==> src/rtl/fp_issue.sv <==
// fp_issue: in-order issue queue in front of the fpu.
// Ops wait until their result-port slot is free.
module fp_issue #(
  parameter int DEPTH      = 4,
  parameter int LNDEPTH    = 2,
  parameter int RV         = 64,
  parameter int CNTRL_SIZE = 7,
  parameter int NHART      = 1,
  parameter int LNHART     = 0,
  parameter int NCOMMIT    = 32,
  parameter int LNCOMMIT   = 5,
  parameter int LAT_ADD    = 3,
  parameter int LAT_MUL    = 4,
  localparam int HW = (LNHART > 0) ? LNHART : 1
) (
  input  logic                  clk,
  input  logic                  reset,
  input  logic                  in_valid,
  output logic                  in_ready,
  input  logic [CNTRL_SIZE-1:0] in_control,
  input  logic [LNCOMMIT-1:0]   in_rd,
  input  logic [4:0]            in_immed,
  input  logic                  in_makes_rd,
  input  logic [HW-1:0]         in_hart,
  input  logic [RV-1:0]         in_fr1,
  input  logic [RV-1:0]         in_fr2,
  input  logic [RV-1:0]         in_fr3,
  input  logic [RV-1:0]         in_ir1,
  input  logic [NCOMMIT-1:0]    commit_kill_0,
  output logic                  enable,
  output logic [CNTRL_SIZE-1:0] control,
  output logic [LNCOMMIT-1:0]   rd,
  output logic [4:0]            immed,
  output logic                  makes_rd,
  output logic [HW-1:0]         hart,
  output logic [RV-1:0]         fr1,
  output logic [RV-1:0]         fr2,
  output logic [RV-1:0]         fr3,
  output logic [RV-1:0]         ir1,
  output logic                  busy
);

  typedef struct packed {
    logic [CNTRL_SIZE-1:0] control;
    logic [LNCOMMIT-1:0]   rd;
    logic [4:0]            immed;
    logic                  makes_rd;
    logic [HW-1:0]         hart;
    logic [RV-1:0]         fr1;
    logic [RV-1:0]         fr2;
    logic [RV-1:0]         fr3;
    logic [RV-1:0]         ir1;
  } entry_t;

  entry_t q [DEPTH];

  logic [DEPTH-1:0]   vld;
  logic [DEPTH-1:0]   dead;
  logic [DEPTH-1:0]   kill_hit;
  logic [LNDEPTH-1:0] head;
  logic [LNDEPTH-1:0] tail;
  logic [LNDEPTH-1:0] iss_idx;
  logic [LNDEPTH:0]   count;
  logic [LAT_MUL:1]   resv;
  logic [LAT_MUL:1]   lat_oh;
  logic [LAT_MUL:1]   resv_nxt;
  logic               iss_pend;

  entry_t h;
  logic   mul_cls;
  logic   add_cls;
  logic   hit;
  logic   live;
  logic   drop;
  logic   issue;
  logic   pop;
  logic   push;

  assign h = q[head];

  assign in_ready = count < (LNDEPTH+1)'(DEPTH);
  assign push     = in_valid & in_ready;
  assign busy     = (count != '0) | (|resv);

  assign mul_cls = h.control[4]
                 | (h.control[3:0] == 4'd2);
  assign add_cls = ~h.control[4]
                 & (h.control[3:0] <= 4'd1);

  // One-hot latency of the head op, indexed like resv.
  always_comb begin
    lat_oh = '0;
    unique case (1'b1)
      mul_cls: lat_oh[LAT_MUL] = 1'b1;
      add_cls: lat_oh[LAT_ADD] = 1'b1;
      default: lat_oh[2]       = 1'b1;
    endcase
  end

  assign hit   = |(resv & lat_oh);
  assign live  = vld[head] & ~dead[head]
               & ~commit_kill_0[h.rd];
  assign drop  = vld[head] & ~live;
  assign issue = live & ~hit;
  assign pop   = issue | drop;

  // Slot L-1 after the shift is slot L before it.
  assign resv_nxt = (resv >> 1)
                  | (issue ? (lat_oh >> 1) : '0);

  for (genvar g = 0; g < DEPTH; g++) begin : g_kill
    assign kill_hit[g] = vld[g]
                       & commit_kill_0[q[g].rd];
  end

  always_ff @(posedge clk or posedge reset) begin
    if (reset) begin
      head  <= '0;
      tail  <= '0;
      count <= '0;
      vld   <= '0;
      dead  <= '0;
      resv  <= '0;
    end else begin
      resv <= resv_nxt;
      dead <= dead | kill_hit;
      if (push) begin
        vld[tail]  <= 1'b1;
        dead[tail] <= commit_kill_0[in_rd];
        tail       <= tail + 1'b1;
      end
      if (pop) begin
        vld[head] <= 1'b0;
        head      <= head + 1'b1;
      end
      case ({push, pop})
        2'b10:   count <= count + 1'b1;
        2'b01:   count <= count - 1'b1;
        default: count <= count;
      endcase
    end
  end

  always_ff @(posedge clk) begin
    if (push) begin
      q[tail] <= '{
        control:  in_control,
        rd:       in_rd,
        immed:    in_immed,
        makes_rd: in_makes_rd,
        hart:     in_hart,
        fr1:      in_fr1,
        fr2:      in_fr2,
        fr3:      in_fr3,
        ir1:      in_ir1
      };
    end
  end

  // A popped slot is not refilled on the issue edge
  // (queue was not full), so iss_idx stays readable.
  always_ff @(posedge clk or posedge reset) begin
    if (reset) begin
      enable   <= 1'b0;
      control  <= '0;
      rd       <= '0;
      immed    <= '0;
      makes_rd <= 1'b0;
      hart     <= '0;
      fr1      <= '0;
      fr2      <= '0;
      fr3      <= '0;
      ir1      <= '0;
      iss_pend <= 1'b0;
      iss_idx  <= '0;
    end else begin
      enable   <= issue;
      iss_pend <= issue;
      if (issue) begin
        control  <= h.control;
        rd       <= h.rd;
        immed    <= h.immed;
        makes_rd <= h.makes_rd;
        hart     <= h.hart;
        iss_idx  <= head;
      end
      if (iss_pend) begin
        fr1 <= q[iss_idx].fr1;
        fr2 <= q[iss_idx].fr2;
        fr3 <= q[iss_idx].fr3;
        ir1 <= q[iss_idx].ir1;
      end
    end
  end

endmodule

==> config.mk <==
export PLATFORM = sky130hd
export DESIGN_NAME = fp_issue
export DESIGN_NICKNAME = d
export VERILOG_FILES = /design/src/rtl/fp_issue.sv
export SDC_FILE = /design/constraint.sdc
export NUM_CORES = 1
export LEC_CHECK = 0
export ABC_AREA = 1
export CORE_MARGIN = 1
export CORE_UTILIZATION = 46
export CTS_CLUSTER_DIAMETER = 150
export DETAILED_ROUTE_END_ITERATION = 6
export PLACE_DENSITY = 0.67
export SLEW_MARGIN = 20
export SYNTH_ARGS = -nofsm -noshare
export SYNTH_HDL_FRONTEND = slang
export SYNTH_SLANG_ARGS = --single-unit
==> constraint.sdc <==
create_clock -name clk -period 11.4 [get_ports clk]
set_clock_uncertainty 0.15 [all_clocks]
set_input_delay 1.71 -clock clk [delete_from_list [all_inputs] [get_ports clk]]
set_output_delay 1.71 -clock clk [all_outputs]
set_load 0.02 [all_outputs]
==> flow_summary.toml, run 1 <==
[outcome]
status = "complete, no violations"

[min_path]
whs_path_depth = 2
worstHoldEndpoint = "immed[0]"
min_path_type = "flop to flop"
hp-start = "immed[0]"

[setup_path]
reg2reg_to = "count[2]"
cp-start-kind = "flop"
path_cells = "clkdlybuf4s50_1"
cp-startpoint = "iss_pend"
path_class = "flop to output port"
critical-path-top-delay-family = "flip-flops"
worstPathMaxFanout = 75
crit_slowest_cell = "dfrtp_4"
cp.required_ps = 9540
r2r_start = "head[1]"
end_kind = "output port"
critical_path_buf_inv_count = 1
worstPathArrival_ps = 2460
slowest_delay_ps = 940
r2r_cells = 18
r2r_slack_ps = 7090

[cts]
clkLatencyLatePin_ps = 750
cts_tree = "yes"
cts_htree_levels = 4
ctsResizeCount = 0
cts.sinks = 1396
clk_pin_slew_ps = 60
cts.path.max_buffers = 3
root_buffer = "clkbuf_16"
numCtsBuffers = 145
postCtsSetupBuffers = 0
hold_buffers = 0

[logic_synthesis]
synth_area_per_cell_um2 = 12.4
ys_types = 39
synth_cells = 4316
synth_warnings = 0
synth_fp_nets = 4636
async_flop_share = 0.212
synth_edf_count = 1100
synth_ff_type = "edfxtp_1"
ys_seq_area_frac = 0.755
synth-seq-cells = 1396
syn-cell-area_um2 = 53600

[final_layout]
final_nets = 5139
drive_above_1_share = 0.0597
fin_cells = 6469
multiInputGateArea_um2 = 11800
area_growth_pct = 22.5
fillCellCount = 9183
seq_area_um2 = 40500
design_area_um2 = 65600

[global_route]
track_usage = 0.227
grt_overflow_total = 0
antenna_found_initial = 29
grt_max_degree = 211
grt_pass1_wl_um = 203000
grt_pass1_vias = 33634

[power_and_ir_drop]
irDropWorstVdd_mv = 0.178
total_leakage_power_nw = 23.2
power.density_nw_per_um2 = 266
power_mw = 17.4

[sta]
setup_violations = 0
post-route-min-period_ps = 4320
hold_viol_final = 0
tightest_slew_ps = 1170
max_freq_mhz = 232
slew_viol_final = 0
grt_setup_unrepaired = "no"
tns_ps = 0
post-route-period-util = 0.379
fin_ws_ps = 7080
relSlewSlack = 0.220

[drt]
ant_nets = 0
drt-initial-drc-count = 2743
drc = 0
num_vias = 34792
viasPerCell = 5.38
wl_um = 136000
drt-wirelength-per-cell_um = 21.1
drtPass1Iterations = 5

[placement]
place.port_buffers = 587
place_area_um2 = 60700
placedCellCount = 6184
hpwl_um = 76500
dp_slack_ps = 6440
gp_congestion = 0.855

[floorplanning]
die_h_um = 343
start_util = 0.466
io_pins = 588
core_region_area_um2 = 115000
die_w_um = 343
die_area_um2 = 118000
rows = 124

[run]
cap_violations = 0
flip-flops by register name, summed over array words and instances, names as in the netlist:
register / flops
iss_pend: 1
count: 3
fr2: 64
ir1: 64
q: 1100
dead: 4
control: 7
vld: 4
makes_rd: 1
immed: 5
fr3: 64
tail: 2
iss_idx: 2
hart: 1
head: 2
resv: 3
fr1: 64
rd: 5
per-stage QoR:
step | hold WS (ps) | utilization
floorplan | 296 | -
global placement | 312 | 0.528
detailed placement | 319 | 0.528
CTS | 333 | 0.570
global route | 352 | 0.571
finish | 332 | 0.571
how the worst max path moves through the flow:
| stage | end | slack (ps) | depth (start not counted) |
|---|---|---|---|
| final | enable | 7080 | 1 |
| after global routing | count[2] | 6740 | 18 |
| after global placement | q[3][99] | 6490 | 6 |
| after detailed placement | q[3][99] | 6440 | 6 |
| after CTS | enable | 7000 | 1 |
| after floorplan | control[0] | 1360 | 1 |
layout by cell type (no fill, tap or decap), types with 9 or more instances in the layout:
cell type / Yosys / routed
clkdlybuf4s50_1: 0 / 587
a31oi_1: 257 / 257
nand3_1: 93 / 93
nor2_1: 1290 / 1290
clkbuf_1: 214 / 42
edfxtp_1: 1100 / 1100
o21ai_2: 11 / 11
o21ai_0: 609 / 609
bufinv_16: 0 / 11
o21ai_1: 10 / 10
a21oi_1: 105 / 105
clkbuf_8: 0 / 32
inv_1: 65 / 59
ha_1: 9 / 9
diode_2: 0 / 17
nand2_1: 138 / 138
nand3b_1: 17 / 17
clkinv_2: 0 / 15
clkbuf_16: 0 / 147
a32o_1: 9 / 9
buf_4: 5 / 30
dfrtp_1: 296 / 293
synthesized netlist by cell type (7+ instances only):
library cell,number,area share
a31oi_1,257,0.030
o21ai_1,10,0.00093
buf_6,7,0.0015
dfrtp_1,296,0.14
nor2_1,1290,0.090
nand3b_1,17,0.0024
buf_1,35,0.0025
a21oi_1,105,0.0098
edfxtp_1,1100,0.62
inv_1,65,0.0046
ha_1,9,0.0021
nand3_1,93,0.0087
o21ai_0,609,0.057
o21ai_2,11,0.0018
clkbuf_1,214,0.015
o211ai_1,7,0.00098
a32o_1,9,0.0017
nand2_1,138,0.0097
area by class of cell:
type                       count  area share
clock inverter                47     0.00949
clock buffer                 221      0.0652
antenna                       17    0.000648
sequential                  1396       0.616
timing repair buffer         623      0.0948
tap                         1512      0.0288
inverter                      72     0.00496
multi-input combinational   2581       0.180
report_power, final:
group	switching, mW	total, mW	internal, mW	leakage, nW
clock	1.93	4.78	2.85	2.39
combinational	3.51	5.43	1.92	7.49
sequential	0.562	7.23	6.66	13.4
per-layer routing:
metal	vias up	track usage	wire length, um
li1	16408	-	-
met1	16996	0.290	55100
met2	1133	0.373	66500
met3	227	0.0635	11300
met4	28	0.0770	3280
met5	-	0	192
kinds of logic (layout without fill, tap and decap cells):
| family | after synthesis | in the layout | share of synthesized area |
|---|---|---|---|
| buffers and inverters | 339 | 963 | 0.0253 |
| DFF | 1396 | 1396 | 0.755 |
| xor gates and xnor gates | 3 | 3 | 0.000490 |
| and+or+nand+nor | 1552 | 1552 | 0.114 |
| adders and majority gates | 10 | 10 | 0.00248 |
| AOI/OAI and AO/OA | 1016 | 1016 | 0.103 |
| other | 0 | 17 | 0 |
Note: power is estimated with default switching activity, not from simulation.
==> inputs of run 2 (changes only) <==
==> constraint.sdc (replaced) <==
create_clock -name clk -period 4.4 [get_ports clk]
set_clock_uncertainty 0.15 [all_clocks]
set_input_delay 0.66 -clock clk [delete_from_list [all_inputs] [get_ports clk]]
set_output_delay 0.66 -clock clk [all_outputs]
set_load 0.02 [all_outputs]
==> run 2 against run 1 <==
  * Sequential share of layout area is 0.51 points lower
  * Final cell count grew 0.62%
  * Final area up 0.84%
  * Critical endpoint is now count[2]
  * Global-route usage grew 0.66 points
  * Routed wire length is 2.7% higher
==> flow_summary.toml, run 2 (synthesis gave the netlist of run 1 again) <==
[placement]
hpwl_um = 84800
gp_congestion = 0.906
place.port_buffers = 587

[sta]
setup_violations = 0
max_freq_mhz = 274
grt_setup_unrepaired = "no"
relSlewSlack = 0.306
hold_viol_final = 0
slew_viol_final = 0
post-route-min-period_ps = 3650
post-route-period-util = 0.829
tightest_slew_ps = 1040
holdWs_ps = 338

[final_layout]
area_growth_pct = 23.5
final_cell_mix = "1290 x nor2_1, 1100 x edfxtp_1, 609 x o21ai_0"
drive_above_1_share = 0.0677
final_common_cell = "nor2_1"
fillCellCount = 9175
final_nets = 5191
largest_register_ffs = 1100
final_core_util = 0.576
regMostFlops = "q"

[cts]
ctsResizeCount = 0
numCtsBuffers = 144
cts_htree_levels = 4
cts.path.max_buffers = 3
clkLatencyLatePin_ps = 750
postCtsSetupBuffers = 0
clk_pin_slew_ps = 60
hold_buffers = 0
cts_tree = "yes"
cts.sinks = 1396
root_buffer = "clkbuf_16"

[floorplanning]
io_pins = 588
core_region_area_um2 = 115000
die_w_um = 343
start_util = 0.466
die_h_um = 343
die_area_um2 = 118000
rows = 124

[global_route]
grt_overflow_total = 0
grt_pass1_wl_um = 208000
grt_max_degree = 179
track_usage = 0.234
grt_pass1_vias = 33910
antenna_found_initial = 24

[setup_path]
path_class = "flop to flop"
worstPathMaxFanout = 10
r2r_cells = 20
worstPathArrival_ps = 4110
cp.required_ps = 4860
end_kind = "flop"
cp-start-kind = "flop"

[drt]
viasPerCell = 5.38
drtPass1Iterations = 6
drt-initial-drc-count = 2671
num_vias = 35050
drc = 0
ant_nets = 0
drt-wirelength-per-cell_um = 21.5
wl_um = 140000

[min_path]
whs_path_depth = 1
min_path_type = "flop to flop"

[outcome]
status = "complete, no violations"

[power_and_ir_drop]
power.density_nw_per_um2 = 683
irDropWorstVdd_mv = 0.449
total_leakage_power_nw = 23.5

[run]
cap_violations = 0
==> run 2: changes by cell type in the layout (fill, tap and decap cells not counted), sizes merged <==
| cell | before | now |
|---|---|---|
| buf | 36 | 89 |
| diode | 17 | 8 |
| clkbuf | 221 | 208 |
| bufinv | 11 | 10 |
| clkinvlp | 4 | 7 |
| clkinv | 25 | 42 |
| inv | 79 | 69 |
==> run 2: layout make-up <==
cell class	instances	area, um^2	area share
clock inverters	56	648	0.00979
repair buffers	676	6940	0.105
multi-input cells	2581	11800	0.179
clock buffers	208	4070	0.0615
flip-flops and latches	1396	40500	0.611
diodes	8	20.0	0.000303
inverters	72	314	0.00475
well taps	1512	1890	0.0286
==> run 2: path summary, 6_finish.rpt <==
check	start	end	slack, ps
worst min-delay path	count[0]	count[0]	340
worst min register to register	count[0]	count[0]	340
max in group asynchronous	reset	fr1[40]	2860
min in group asynchronous	reset	makes_rd	360
worst max-delay path	q[1][264]	count[2]	750
worst max register to register	q[1][264]	count[2]	750
==> run 2: metrics by stage <==
stage / cells / total power, mW / setup slack [ps] / area, um^2 / setup TNS [ps]
finish: 6509 / 45.2 / 754 / 66200 / 0
CTS: 6501 / 45.6 / 755 / 66200 / 0
floorplan: 4316 / 27.3 / -1110 / 53700 / -1317690
global placement: 6237 / 33.2 / 725 / 61400 / 0
detailed placement: 6237 / 33.5 / 754 / 61400 / 0
global route: 6505 / 47.6 / 355 / 66200 / 0
==> run 2: layer usage <==
layer,track usage,up-vias,share of wire
li1,-,16523,-
met2,0.385,1092,0.49
met4,0.0653,38,0.022
met5,0,-,0.0017
met3,0.0660,235,0.078
met1,0.302,17162,0.41
==> run 2: power by group <==
group / switching [mW] / internal, mW
sequential: 1.42 / 17.2
clock: 5.01 / 7.05
combinational: 9.27 / 5.25
total: 15.7 / 29.5
==> run 2: worst max-delay path: stages (launching register included) <==
cell and delay, ps:
edfxtp_1 610, inv_2 220, nand2_1 100, nand2_1 60, nand2_1 70, nand2_2 160, inv_2 190, nand3_1 130
nand3_1 90, nand3_1 70, nand3_1 110, nand2_2 110, nand3_4 120, nand2_1 160, inv_1 140, ha_1 150
inv_1 60, fa_1 380, a21oi_1 150, o21ai_0 110, xor2_1 150
